===== config.mk =====
export PLATFORM = sky130hd
export DESIGN_NAME = control_unit_flat
export DESIGN_NICKNAME = d
export VERILOG_FILES = /design/src/rtl/cu_pkg.sv /design/src/rtl/control_unit_if.sv /design/src/rtl/control_unit_decode.sv /design/src/rtl/control_unit.sv /design/src/flat_wrapper.sv
export SDC_FILE = /design/constraint.sdc
export NUM_CORES = 1
export LEC_CHECK = 0
export CORE_AREA = 2 2 39 41
export DETAILED_ROUTE_END_ITERATION = 8
export DIE_AREA = 0 0 41 43
export PLACE_DENSITY = 0.73
export SETUP_SLACK_MARGIN = 0.3
export SYNTH_ARGS = -nofsm -noshare
export SYNTH_HDL_FRONTEND = slang
export SYNTH_SLANG_ARGS = --single-unit

===== constraint.sdc =====
create_clock -name clk -period 1.64 [get_ports clk]
set_input_delay 0.164 -clock clk [delete_from_list [all_inputs] [get_ports clk]]
set_output_delay 0.164 -clock clk [all_outputs]
set_load 0.02 [all_outputs]

===== src/rtl/cu_pkg.sv =====
// Shared definitions for the control unit: state codes, function-select codes
// and the per-state control words driven towards the datapath.
package cu_pkg;

   typedef enum logic [3:0] {
      S_IDLE      = 4'd0,
      S_LOAD      = 4'd1,
      S_ADD       = 4'd2,
      S_SUB       = 4'd3,
      S_AND       = 4'd4,
      S_XOR       = 4'd5,
      S_DIV       = 4'd6,
      S_MUL       = 4'd7,
      S_PASS      = 4'd8,
      S_DONE_CALC = 4'd9,
      S_DONE_DIV  = 4'd10,
      S_DONE_MUL  = 4'd11,
      S_OUT_CALC  = 4'd12,
      S_OUT_D_M   = 4'd13
   } state_e;

   localparam logic [2:0] F_ADD = 3'b000;
   localparam logic [2:0] F_SUB = 3'b001;
   localparam logic [2:0] F_AND = 3'b010;
   localparam logic [2:0] F_XOR = 3'b011;
   localparam logic [2:0] F_DIV = 3'b100;
   localparam logic [2:0] F_MUL = 3'b101;

   typedef struct packed {
      logic       en_f;
      logic       en_x;
      logic       en_y;
      logic       go_calc;
      logic [1:0] op_calc;
      logic       go_div;
      logic       go_mult;
      logic       sel_h;
      logic [1:0] sel_l;
      logic       en_out_h;
      logic       en_out_l;
   } ctrl_word_t;

   // Field order: en_f en_x en_y go_calc op_calc go_div go_mult sel_h sel_l en_out_h en_out_l
   localparam ctrl_word_t CW_IDLE      = 13'b000_0_00_0_0_0_00_0_0;
   localparam ctrl_word_t CW_LOAD      = 13'b111_0_00_0_0_0_00_0_0;
   localparam ctrl_word_t CW_ADD       = 13'b000_1_00_0_0_0_00_0_0;
   localparam ctrl_word_t CW_SUB       = 13'b000_1_01_0_0_0_00_0_0;
   localparam ctrl_word_t CW_AND       = 13'b000_1_10_0_0_0_00_0_0;
   localparam ctrl_word_t CW_XOR       = 13'b000_1_11_0_0_0_00_0_0;
   localparam ctrl_word_t CW_DIV       = 13'b000_0_00_1_0_0_00_0_0;
   localparam ctrl_word_t CW_MUL       = 13'b000_0_00_0_1_0_00_0_0;
   localparam ctrl_word_t CW_PASS      = 13'b000_0_00_0_0_0_00_0_1;
   localparam ctrl_word_t CW_DONE_CALC = 13'b000_0_00_0_0_0_01_0_0;
   localparam ctrl_word_t CW_DONE_DIV  = 13'b000_0_00_0_0_1_11_0_0;
   localparam ctrl_word_t CW_DONE_MUL  = 13'b000_0_00_0_0_0_10_0_0;
   localparam ctrl_word_t CW_OUT_CALC  = 13'b000_0_00_0_0_0_00_0_1;
   localparam ctrl_word_t CW_OUT_D_M   = 13'b000_0_01_0_0_0_00_1_1;

endpackage


===== src/rtl/control_unit_if.sv =====
// Handshake and control bundle between the control unit (master) and the
// datapath it sequences (slave).
interface control_unit_if;

   logic       go;
   logic [2:0] F;
   logic       done_calc;
   logic       done_div;
   logic       div_by_zero;
   logic       en_f;
   logic       en_x;
   logic       en_y;
   logic       go_calc;
   logic [1:0] op_calc;
   logic       go_div;
   logic       go_mult;
   logic       sel_h;
   logic [1:0] sel_l;
   logic       en_out_h;
   logic       en_out_l;
   logic       done;
   logic       errorFlag;
   logic [3:0] CS;

   modport master (
      input  go, F, done_calc, done_div, div_by_zero,
      output en_f, en_x, en_y, go_calc, op_calc, go_div, go_mult,
             sel_h, sel_l, en_out_h, en_out_l, done, errorFlag, CS
   );

   modport slave (
      output go, F, done_calc, done_div, div_by_zero,
      input  en_f, en_x, en_y, go_calc, op_calc, go_div, go_mult,
             sel_h, sel_l, en_out_h, en_out_l, done, errorFlag, CS
   );

endinterface


===== src/rtl/control_unit_decode.sv =====
// Moore output decode: maps the current state to its control word and the
// done strobe. Unused codes decode to all-zero.
module control_unit_decode
   import cu_pkg::*;
(
   input  state_e     state,
   output ctrl_word_t cw,
   output logic       done
);

   always_comb begin
      // NOTE: every output gets a default before the case so no latch is inferred.
      cw   = CW_IDLE;
      done = 1'b0;
      case (state)
         S_LOAD:      cw = CW_LOAD;
         S_ADD:       cw = CW_ADD;
         S_SUB:       cw = CW_SUB;
         S_AND:       cw = CW_AND;
         S_XOR:       cw = CW_XOR;
         S_DIV:       cw = CW_DIV;
         S_MUL:       cw = CW_MUL;
         S_PASS:      begin cw = CW_PASS;     done = 1'b1; end
         S_DONE_CALC: cw = CW_DONE_CALC;
         S_DONE_DIV:  cw = CW_DONE_DIV;
         S_DONE_MUL:  cw = CW_DONE_MUL;
         S_OUT_CALC:  begin cw = CW_OUT_CALC; done = 1'b1; end
         S_OUT_D_M:   begin cw = CW_OUT_D_M;  done = 1'b1; end
         default:     cw = CW_IDLE;
      endcase
   end

endmodule


===== src/rtl/control_unit.sv =====
// Sequencer for the ALU / divider / multiplier datapath. Define
// CU_DIV_ZERO_CHECK_EN to enable the divide-by-zero abort path and errorFlag.
module control_unit
   import cu_pkg::*;
(
   input logic            clk,
   input logic            rst,
   control_unit_if.master bus
);

   state_e     state_q, state_d;
   ctrl_word_t cw;
   logic       done;
   logic       dz_abort;

`ifdef CU_DIV_ZERO_CHECK_EN
   assign dz_abort = bus.div_by_zero &&
                     ((state_q == S_LOAD && bus.F == F_DIV) || state_q == S_DIV);
`else
   logic unused_div_by_zero;
   assign unused_div_by_zero = bus.div_by_zero;
   assign dz_abort           = 1'b0;
`endif

   always_comb begin
      state_d = state_q;
      case (state_q)
         S_IDLE: if (bus.go) state_d = S_LOAD;
         S_LOAD: begin
            case (bus.F)
               F_ADD:   state_d = S_ADD;
               F_SUB:   state_d = S_SUB;
               F_AND:   state_d = S_AND;
               F_XOR:   state_d = S_XOR;
               F_DIV:   state_d = S_DIV;
               F_MUL:   state_d = S_MUL;
               default: state_d = S_PASS;
            endcase
         end
         S_ADD, S_SUB, S_AND, S_XOR: if (bus.done_calc) state_d = S_DONE_CALC;
         S_DIV:       if (bus.done_div) state_d = S_DONE_DIV;
         S_MUL:       state_d = S_DONE_MUL;
         S_DONE_CALC: state_d = S_OUT_CALC;
         S_DONE_DIV, S_DONE_MUL: state_d = S_OUT_D_M;
         default:     state_d = S_IDLE;
      endcase
      // A zero divisor overrides both the LOAD dispatch and the DIV wait.
      if (dz_abort) state_d = S_OUT_D_M;
   end

   always_ff @(posedge clk or negedge rst) begin
      // NOTE: state registers use non-blocking assignments so every flop samples pre-edge values.
      if (!rst) state_q <= S_IDLE;
      else      state_q <= state_d;
   end

`ifdef CU_DIV_ZERO_CHECK_EN
   logic err_q, err_d;

   always_comb begin
      err_d = err_q;
      if (dz_abort)           err_d = 1'b1;
      if (state_d == S_IDLE)  err_d = 1'b0;
   end

   always_ff @(posedge clk or negedge rst) begin
      if (!rst) err_q <= 1'b0;
      else      err_q <= err_d;
   end

   assign bus.errorFlag = err_q;
`else
   assign bus.errorFlag = 1'b0;
`endif

   control_unit_decode u_decode (
      .state (state_q),
      .cw    (cw),
      .done  (done)
   );

   assign bus.en_f     = cw.en_f;
   assign bus.en_x     = cw.en_x;
   assign bus.en_y     = cw.en_y;
   assign bus.go_calc  = cw.go_calc;
   assign bus.op_calc  = cw.op_calc;
   assign bus.go_div   = cw.go_div;
   assign bus.go_mult  = cw.go_mult;
   assign bus.sel_h    = cw.sel_h;
   assign bus.sel_l    = cw.sel_l;
   assign bus.en_out_h = cw.en_out_h;
   assign bus.en_out_l = cw.en_out_l;
   assign bus.done     = done;
   assign bus.CS       = state_q;

endmodule


===== src/flat_wrapper.sv =====
// flat-port wrapper written by rule: the top's interface ports become plain ports
module control_unit_flat import cu_pkg::*;
  (clk, rst, bus_go, bus_F, bus_done_calc, bus_done_div, bus_div_by_zero, bus_en_f, bus_en_x, bus_en_y, bus_go_calc, bus_op_calc, bus_go_div, bus_go_mult, bus_sel_h, bus_sel_l, bus_en_out_h, bus_en_out_l, bus_done, bus_errorFlag, bus_CS);
  control_unit_if bus_i ();
  input logic clk;
  input logic rst;
  input wire logic [$bits(bus_i.go)-1:0] bus_go;
  input wire logic [$bits(bus_i.F)-1:0] bus_F;
  input wire logic [$bits(bus_i.done_calc)-1:0] bus_done_calc;
  input wire logic [$bits(bus_i.done_div)-1:0] bus_done_div;
  input wire logic [$bits(bus_i.div_by_zero)-1:0] bus_div_by_zero;
  output wire logic [$bits(bus_i.en_f)-1:0] bus_en_f;
  output wire logic [$bits(bus_i.en_x)-1:0] bus_en_x;
  output wire logic [$bits(bus_i.en_y)-1:0] bus_en_y;
  output wire logic [$bits(bus_i.go_calc)-1:0] bus_go_calc;
  output wire logic [$bits(bus_i.op_calc)-1:0] bus_op_calc;
  output wire logic [$bits(bus_i.go_div)-1:0] bus_go_div;
  output wire logic [$bits(bus_i.go_mult)-1:0] bus_go_mult;
  output wire logic [$bits(bus_i.sel_h)-1:0] bus_sel_h;
  output wire logic [$bits(bus_i.sel_l)-1:0] bus_sel_l;
  output wire logic [$bits(bus_i.en_out_h)-1:0] bus_en_out_h;
  output wire logic [$bits(bus_i.en_out_l)-1:0] bus_en_out_l;
  output wire logic [$bits(bus_i.done)-1:0] bus_done;
  output wire logic [$bits(bus_i.errorFlag)-1:0] bus_errorFlag;
  output wire logic [$bits(bus_i.CS)-1:0] bus_CS;
  assign bus_i.go = bus_go;
  assign bus_i.F = bus_F;
  assign bus_i.done_calc = bus_done_calc;
  assign bus_i.done_div = bus_done_div;
  assign bus_i.div_by_zero = bus_div_by_zero;
  assign bus_en_f = bus_i.en_f;
  assign bus_en_x = bus_i.en_x;
  assign bus_en_y = bus_i.en_y;
  assign bus_go_calc = bus_i.go_calc;
  assign bus_op_calc = bus_i.op_calc;
  assign bus_go_div = bus_i.go_div;
  assign bus_go_mult = bus_i.go_mult;
  assign bus_sel_h = bus_i.sel_h;
  assign bus_sel_l = bus_i.sel_l;
  assign bus_en_out_h = bus_i.en_out_h;
  assign bus_en_out_l = bus_i.en_out_l;
  assign bus_done = bus_i.done;
  assign bus_errorFlag = bus_i.errorFlag;
  assign bus_CS = bus_i.CS;
  control_unit u_core (.clk(clk), .rst(rst), .bus(bus_i));
endmodule

**Word level (Yosys, flattened, before mapping)**

Index checks and enable logic that the tools add are counted.

- Logic and storage cells: 36
- Register bits: 4
- Input port bits: 9
- Output and inout port bits: 19

- Reductions and logical operators: 7
- Muxes and demuxes: 7
- Equal/unequal tests: 21

Operators by type and width:

| kind | number |
|---|---|
| case mux 13 bit (12 select lines) | 1 |
| case mux 4 bit (7 select lines) | 1 |
| == test 4 bit (second input constant) | 6 |
| case mux 4 bit (6 select lines) | 1 |
| == test 4 x 3 -> 1 bit (second input constant) | 4 |
| two-way mux 4 bit | 3 |
| == test 4 x 2 -> 1 bit (second input constant) | 2 |
| == test 3 x 2 -> 1 bit (second input constant) | 2 |
| == test 3 bit (second input constant) | 2 |
| != test 2 bit (second input constant) | 3 |
| == test 4 x 1 -> 1 bit (second input constant) | 1 |
| zero test 4 bit | 1 |
| OR reduction 2 bit | 2 |
| OR reduction 4 bit | 1 |
| == test 3 x 1 -> 1 bit (second input constant) | 1 |
| zero test 3 bit | 1 |
| AND reduction 3 bit | 1 |
| OR reduction 3 bit | 1 |
| two-way mux 1 bit | 1 |

**Longest topological paths before layout**

Gate-level depths: netlist of the first run.

- Depth after elaboration: 4
- Gate-level depth with buffers: 5
- Mapped depth without buffers: 4

**Modules after synthesis**

Synthesis of the first run repeated with hierarchy kept, for this count alone.

- Cell total of the unflattened synthesis: 65
- Area, all modules: 515.5 sq um

Modules (own cells, without submodules):

| module | cells each | instances | seq. area each (sq um) | area each (sq um) |
|---|---|---|---|---|
| control_unit | 41 | 1 | 100.1 | 360.3 |
| control_unit_decode | 24 | 1 | 0.0 | 155.1 |

**Worst setup path after synthesis of the first run**

No wires, ideal clock.

- Path type: register to output
- From: register u_core.state_q[1], in the netlist u_core.bus.CS[1]
- To: output bus_en_x
- Buffers on the path: 3
- Stages on the path, launching flop included: 5
- Arrival time: 1.909 ns
- Required time: 1.476 ns
- Slack: -0.433 ns
- Cells stage by stage: dfrtp_1 buf_6 buf_2 nor4_1 buf_4

- Longest elaborated chain between the ends: 3
- Elaborated cells between the ends (all ways): 15
- Those cells by class: eq/ne (13); mux (1); reduce/logical (1)

RTL lines:

| item | line | RTL |
|---|---|---|
| start, declared | control_unit.sv:11 | `state_e state_q, state_d;` |
| start signal, assigned | control_unit.sv:54 | `else state_q <= state_d;` |
| == test 4 bit | control_unit_decode.sv:15 | `case (state)` |
| OR reduction 2 bit (no source line) | -- |  |
| case mux 13 bit (12 select lines) * | control_unit_decode.sv:15 |  |
| end, declared | flat_wrapper.sv:13 | `output wire logic [$bits(bus_i.en_x)-1:0] bus_en_x;` |

Mark *: on every way between the ends. The rest lies on a longest branch, timed or not.

**Final worst setup path of the first run**

- From: register u_core.state_q[3], in the netlist u_core.bus.CS[3]
- To: register u_core.state_q[1], in the netlist u_core.bus.CS[1]

- Longest elaborated chain between the ends: 4
- Elaborated cells between the ends (all ways): 18
- Those cells by class: eq/ne (13); mux (1); reduce/logical (4)

RTL lines:

| item | line | RTL |
|---|---|---|
| == test 4 x 2 -> 1 bit / == test 4 x 3 -> 1 bit (equally long branches) | control_unit.sv:27 | `case (state_q)` |
| OR reduction 4 bit | control_unit.sv:27 |  |
| != test 2 bit (no source line) | -- |  |
| AND reduction 3 bit (no source line) | -- |  |

Several ways; a longest one is shown, not always the timed one.
A chain may end at the register's enable or synchronous reset.

==> results.sh, run 1 <==
export IMPL_status="finished, final reports clean"
export IMPL_grt_overflow_total=0
export IMPL_synth_edf_count=0
export IMPL_cts_buffers=3
export IMPL_grtUsageTotal_pct=23.11
export IMPL_skew_ns=0.0006596
export IMPL_die_x_um=41
export IMPL_cts_tree="yes"
export IMPL_synth_distinct_cells=30
export IMPL_cts_sinks=4
export IMPL_cp_max_fo=7
export IMPL_vias=663
export IMPL_hold_violations=0
export IMPL_seq_power_share_pct=11.3
export IMPL_yosys_warnings=0
export IMPL_critPathRequiredTime_ns=1.79
export IMPL_std_cell_rows=14
export IMPL_cp_start_kind="flip-flop"
export IMPL_period_minus_slack_ns=1.624
export IMPL_syn_area_um2=431.7
export IMPL_fin_nets=119
export IMPL_tns_ns=0
export IMPL_final_layout_size_suffix_gt1_share_pct=69.72
export IMPL_cts_max_level=1
export IMPL_finalPower_uw=2264
export IMPL_highest_layer="met4"
export IMPL_pwr_share_clk_pct=6.4
export IMPL_drc=0
export IMPL_internal_power_uw=1178
export IMPL_place_hpwl_mm=1.085
export IMPL_cp_common_cell="buf_4"
export IMPL_fmax_mhz=615.8
export IMPL_yosys_area_top_type="dfrtp_1"
export IMPL_met2WireLength_mm=1.019
export IMPL_clk_latency_ns=0.25
export IMPL_nFillCells=91
export IMPL_holdBufCountCts=0
export IMPL_worst_path_max_delay_cell="dfrtp_1"
export IMPL_maxCapViolations=0
export IMPL_yosysTopAreaCellShare_pct=23.19
export IMPL_num_io_pins=28
export IMPL_root_buffer="clkbuf_4"
export IMPL_synthFlopType="dfrtp_1"
export IMPL_first_pass_iters=4
export IMPL_path_cells="buf_4 -> buf_4 -> a22oi_1 -> o2111ai_4 -> o32ai_2"
export IMPL_antenna_found_initial=0
export IMPL_place_congestion=0.9379
export IMPL_drt_iter0_markers=16
export IMPL_p_leak_uw=0.0004694
export IMPL_avgRoutedWirePerCell_um=15.74
export IMPL_synth_area_leaders="dfrtp_1 (23%), nor2_1 (8.7%), buf_4 (5.2%), xnor2_1 (4.1%), a21oi_1 (3.5%)"
export IMPL_final_core_util_pct=76.58
export IMPL_grt_pass1_wl_mm=2.691
export IMPL_dr_wl_met3_um=115
export IMPL_arrival_ns=1.77
export IMPL_fin_crit_sh_pct=99.01
export IMPL_routed_via_density=5.304
export IMPL_met1_length_um=788
export IMPL_syn_to_final_growth_pct=145.5
export IMPL_cts_buffer_depth=2
export IMPL_fin_ws_ns=0.01622
export IMPL_syn_avg_cell_area_um2=7.194
export IMPL_syn_nets=69
export IMPL_syn_inst=60
export IMPL_setup_viol=0
export IMPL_synth_commonest_cells="nor2_1 (10), dfrtp_1 (4), nand2_1 (4)"
export IMPL_dp_cells=109
export IMPL_die_area_mm2=0.001763
export IMPL_ir_drop_mv=1.118
export IMPL_rsz0062_at_grt="yes"
export IMPL_die_height_um=43
export IMPL_slowest_delay_ns=0.44
export IMPL_drtAntennaViolNets=0
export IMPL_grt_max_degree=9
export IMPL_ys_ff_latch=4
export IMPL_instances_no_fill=125
export IMPL_crit_type="flip-flop to flip-flop"
export IMPL_largest_register_ffs=4
export IMPL_synthArstFlopShare_pct=100.0
export IMPL_grt_pass1_vias=587
export IMPL_port_buffers=25
export IMPL_seq_area_frac_synth_pct=23.19
export IMPL_slew_violations=0
export IMPL_swShare_pct=47.98
export IMPL_power_frac_comb_pct=82.3
export IMPL_path_clk_slew_ns=0.04
export IMPL_hp_class="input port to asynchronous set/reset pin"
export IMPL_switching_power_uw=1086
export IMPL_n_antenna_cell=0
export IMPL_initial_core_util_pct=31.19
export IMPL_cp_end_kind="flip-flop"
export IMPL_post_place_ws_ns=-0.04046
export IMPL_p_per_area_mw_per_mm2=2137
export IMPL_coreArea_mm2=0.001384
export IMPL_wl_mm=1.967
export IMPL_synth_most_common_cell="nor2_1"
## cell families after synthesis
| group | Yosys count | synth area share (%) |
|---|---|---|
| AO/OA/AOI/OAI | 15 | 22.90 |
| AND/OR/NAND/NOR | 27 | 32.75 |
| other | 1 | 0.8687 |
| flip-flops | 4 | 23.19 |
| multiplexers | 1 | 2.319 |
| XOR/XNOR | 2 | 4.059 |
| buffers and inverters | 10 | 13.91 |
## final cells by class
cell class	count	area, µm²	area share [%]
Multi-Input combinational cell	46	421.7	39.79
Clock buffer	4	26.28	2.479
Inverter	3	13.76	1.299
Tap cell	16	20.02	1.889
Timing Repair Buffer	52	474.2	44.75
Sequential cell	4	103.9	9.799
## critical path, delay by kind of cell, from the launching register on
| kind | cells | cell delay (ns) |
|---|---|---|
| AO/OA/AOI/OAI | 3 | 0.72 |
| flip-flops | 1 | 0.44 |
| buffers and inverters | 2 | 0.36 |
## layer usage
metal,GRT usage [%],vias up
li1,-,306
met1,28.10,316
met2,37.19,37
met3,3.141,4
met4,12.00,0
met5,0,-
## path summary, 6_finish.rpt
check / startpoint / to / slack (ns) / cells after the start
worst max-delay path: u_core.bus.CS[3] / u_core.bus.CS[1] / 0.02 / 5
worst min-delay path: rst / u_core.bus.CS[3] / 0.13 / 1
worst max register to register: u_core.bus.CS[3] / u_core.bus.CS[1] / 0.02 / 5
worst min register to register: u_core.bus.CS[3] / u_core.bus.CS[3] / 0.80 / 3
max in group asynchronous: rst / u_core.bus.CS[2] / 1.31 / 1
min in group clk: bus_done_calc / u_core.bus.CS[0] / 0.58 / 2
## through the flow
stage,hold slack [ns],area (µm²)
3_3_place_gp,0.3716,834.6
5_1_grt,0.1516,1060
2_1_floorplan,-0.1316,506.7
6_report,0.1299,1060
3_5_place_dp,0.3788,834.6
4_1_cts,0.1216,984.7
## power groups by stage
stage,sequential (µW),combinational [µW],clock (µW)
after global routing,257,1970,143
after CTS,229,1620,143
final,255,1860,145
after detailed placement,236,1390,0
after floorplan,256,800,0
after global placement,234,1380,0
## repair_timing
action,in CTS,in global routing
setup endpoints to repair,22,22
resized for setup,62,47
pin swaps,7,6
cloned,0,0
endpoints found under the hold margin,0,0
buffers inserted,10,2
## placed cells by master, fill, tap and decap left out, types with 2 or more instances in the layout
master,count
buf_4,23
clkdlybuf4s15_2,3
o21ai_2,2
nor3b_2,2
nor2_1,3
clkdlybuf4s50_1,7
o22ai_1,2
nor2_4,4
dfrtp_2,3
clkbuf_4,3
o21ai_0,3
clkbuf_2,2
nand2b_4,2
a21oi_1,2
buf_6,15
nor2_2,3
nand2_2,2
No activity file was read; power rests on OpenSTA's default activity.
==> run 2: changes to the inputs <==
CORE_AREA = default   (was 2 2 39 41)
CORE_UTILIZATION = 25   (was default)
DIE_AREA = default   (was 0 0 41 43)
PLACE_DENSITY = default   (was 0.73)
==> run 2 against run 1 <==
The run now ends with design-rule violations left. Sequential share of layout area is 1.4 points higher. Sequential cell count is the same. Total power decreased by 17%. Wire length shrank 30%. Clock-buffer cell count unchanged. First-iteration DRC count down 13%. Register-to-register slack improved by 0.13 ns. Clock skew is 0.0012 ns higher. Die area up 7.6%. Final area shrank 13%. Fmax rose by 6.6%. Largest cell class unchanged.
==> results.sh, run 2 (synthesis results as in run 1) <==
export IMPL_status="complete, but fails checks"
export IMPL_violations="design-rule violations"
export IMPL_vias=586
export IMPL_dp_cells=108
export IMPL_timing_rr_end="u_core.bus.CS[0]"
export IMPL_p_per_area_mw_per_mm2=2031
export IMPL_finalPower_uw=1876
export IMPL_drt_iter0_markers=14
export IMPL_final_common_cell="buf_4"
export IMPL_r2r_slack_ns=0.15
export IMPL_p_leak_uw=0.0004113
export IMPL_fin_nets=112
export IMPL_largest_register_ffs=4
export IMPL_root_buffer="clkbuf_4"
export IMPL_die_height_um=43.56
export IMPL_place_hpwl_mm=1.047
export IMPL_grtUsageTotal_pct=16.97
export IMPL_cp_max_fo=7
export IMPL_first_pass_iters=6
export IMPL_slowest_delay_ns=0.48
export IMPL_final_core_util_pct=59.23
export IMPL_die_area_mm2=0.001897
export IMPL_cp_end_kind="output port"
export IMPL_num_io_pins=28
export IMPL_hp_class="input port to asynchronous set/reset pin"
export IMPL_instances_no_fill=118
export IMPL_final_layout_size_suffix_gt1_share_pct=62.75
export IMPL_cts_buffers=3
export IMPL_fin_crit_sh_pct=92.85
export IMPL_worst_r2r_startpoint="u_core.bus.CS[3]"
export IMPL_slew_violations=0
export IMPL_avgRoutedWirePerCell_um=11.69
export IMPL_drtAntennaViolNets=0
export IMPL_layout_common_cells="buf_4 (22), clkdlybuf4s50_1 (7), buf_6 (7)"
export IMPL_die_x_um=43.56
export IMPL_nFillCells=149
export IMPL_drc=6
export IMPL_path_clk_slew_ns=0.04
export IMPL_cts_tree="yes"
export IMPL_wl_mm=1.379
export IMPL_hold_violations=0
export IMPL_ir_drop_mv=1.094
export IMPL_crit_type="flip-flop to output port"
export IMPL_syn_to_final_growth_pct=113.9
export IMPL_grt_max_degree=9
export IMPL_coreArea_mm2=0.001559
export IMPL_period_minus_slack_ns=1.523
export IMPL_antenna_found_initial=0
export IMPL_worst_path_max_delay_cell="dfrtp_2"
export IMPL_n_antenna_cell=0
export IMPL_grt_pass1_vias=529
export IMPL_std_cell_rows=14
export IMPL_cts_buffer_depth=2
export IMPL_initial_core_util_pct=27.69
export IMPL_routed_via_density=4.966
export IMPL_cts_max_level=1
export IMPL_holdBufCountCts=0
export IMPL_skew_ns=0.001893
export IMPL_path_cells="buf_6 -> nor4_4 -> buf_4"
export IMPL_maxCapViolations=0
export IMPL_port_buffers=25
export IMPL_grt_overflow_total=0
export IMPL_fmax_mhz=656.7
export IMPL_place_congestion=0.8669
export IMPL_critPathRequiredTime_ns=1.48
export IMPL_cts_sinks=4
export IMPL_setup_viol=0
export IMPL_rsz0062_at_grt="yes"
export IMPL_r2r_cells=4
export IMPL_clk_latency_ns=0.24
export IMPL_arrival_ns=1.36
export IMPL_cp_start_kind="flip-flop"
export IMPL_grt_pass1_wl_mm=2.470
[run 2: changes by cell type in the layout (fill, tap and decap cells not counted), moves of 2 or more]
cell / previous run / this run
buf_2: 0 / 3
buf_6: 15 / 7
nor2_1: 3 / 6
nor2_4: 4 / 2
[run 2: worst max-delay path by stage]
stage | start | to
3_3_place_gp | u_core.bus.CS[1] | bus_op_calc[0]
5_1_grt | u_core.bus.CS[2] | bus_en_y
6_report | u_core.bus.CS[2] | bus_en_y
4_1_cts | u_core.bus.CS[1] | bus_op_calc[0]
3_5_place_dp | u_core.bus.CS[1] | bus_op_calc[0]
2_1_floorplan | u_core.bus.CS[1] | bus_en_x
[run 2: final cells by class]
class	count	area, µm²	area share (%)
Inverter	3	13.76	1.491
Multi-Input combinational cell	46	372.9	40.38
Tap cell	16	20.02	2.168
Clock buffer	4	26.28	2.846
Sequential cell	4	103.9	11.25
Timing Repair Buffer	45	386.6	41.87
[run 2: per-stage QoR]
step,worst slack [ns],area [µm²],hold WS (ns),setup TNS (ns)
global placement,-0.03176,827.0,0.3702,-0.03176
finish,0.1172,923.4,0.1286,0
floorplan,0.09024,506.7,-0.1316,0
CTS,0.07788,902.1,0.1224,0
global route,0.03935,923.4,0.1173,0
detailed placement,-0.03447,827.0,0.3793,-0.03682
[run 2: worst max-delay path: cells and delay by family, from the launching register on]
family,cells,cell delay (ns)
DFF,1,0.48
buffers and inverters,2,0.34
and+or+nand+nor,1,0.30
[run 2: repair_timing]
item	4_1_cts	5_1_grt
resized for setup	70	19
setup endpoints to repair	22	20
setup buffers	4	2
pin swaps	4	3
[run 2: power by group]
| group | switching (µW) | internal (µW) | total (µW) |
|---|---|---|---|
| Clock | 44.4 | 91.6 | 136 |
| Sequential | 95.4 | 149 | 245 |
| Combinational | 765 | 730 | 1490 |
[run 2: per-layer routing]
| metal | global-route usage [%] | vias to the layer above | routed length [µm] |
|---|---|---|---|
| met5 | 0 | - | 0 |
| met4 | 1.875 | 0 | 0 |
| met3 | 5.417 | 0 | 81 |
| met2 | 25.07 | 19 | 663 |
| met1 | 24.81 | 275 | 634 |
| li1 | - | 292 | - |
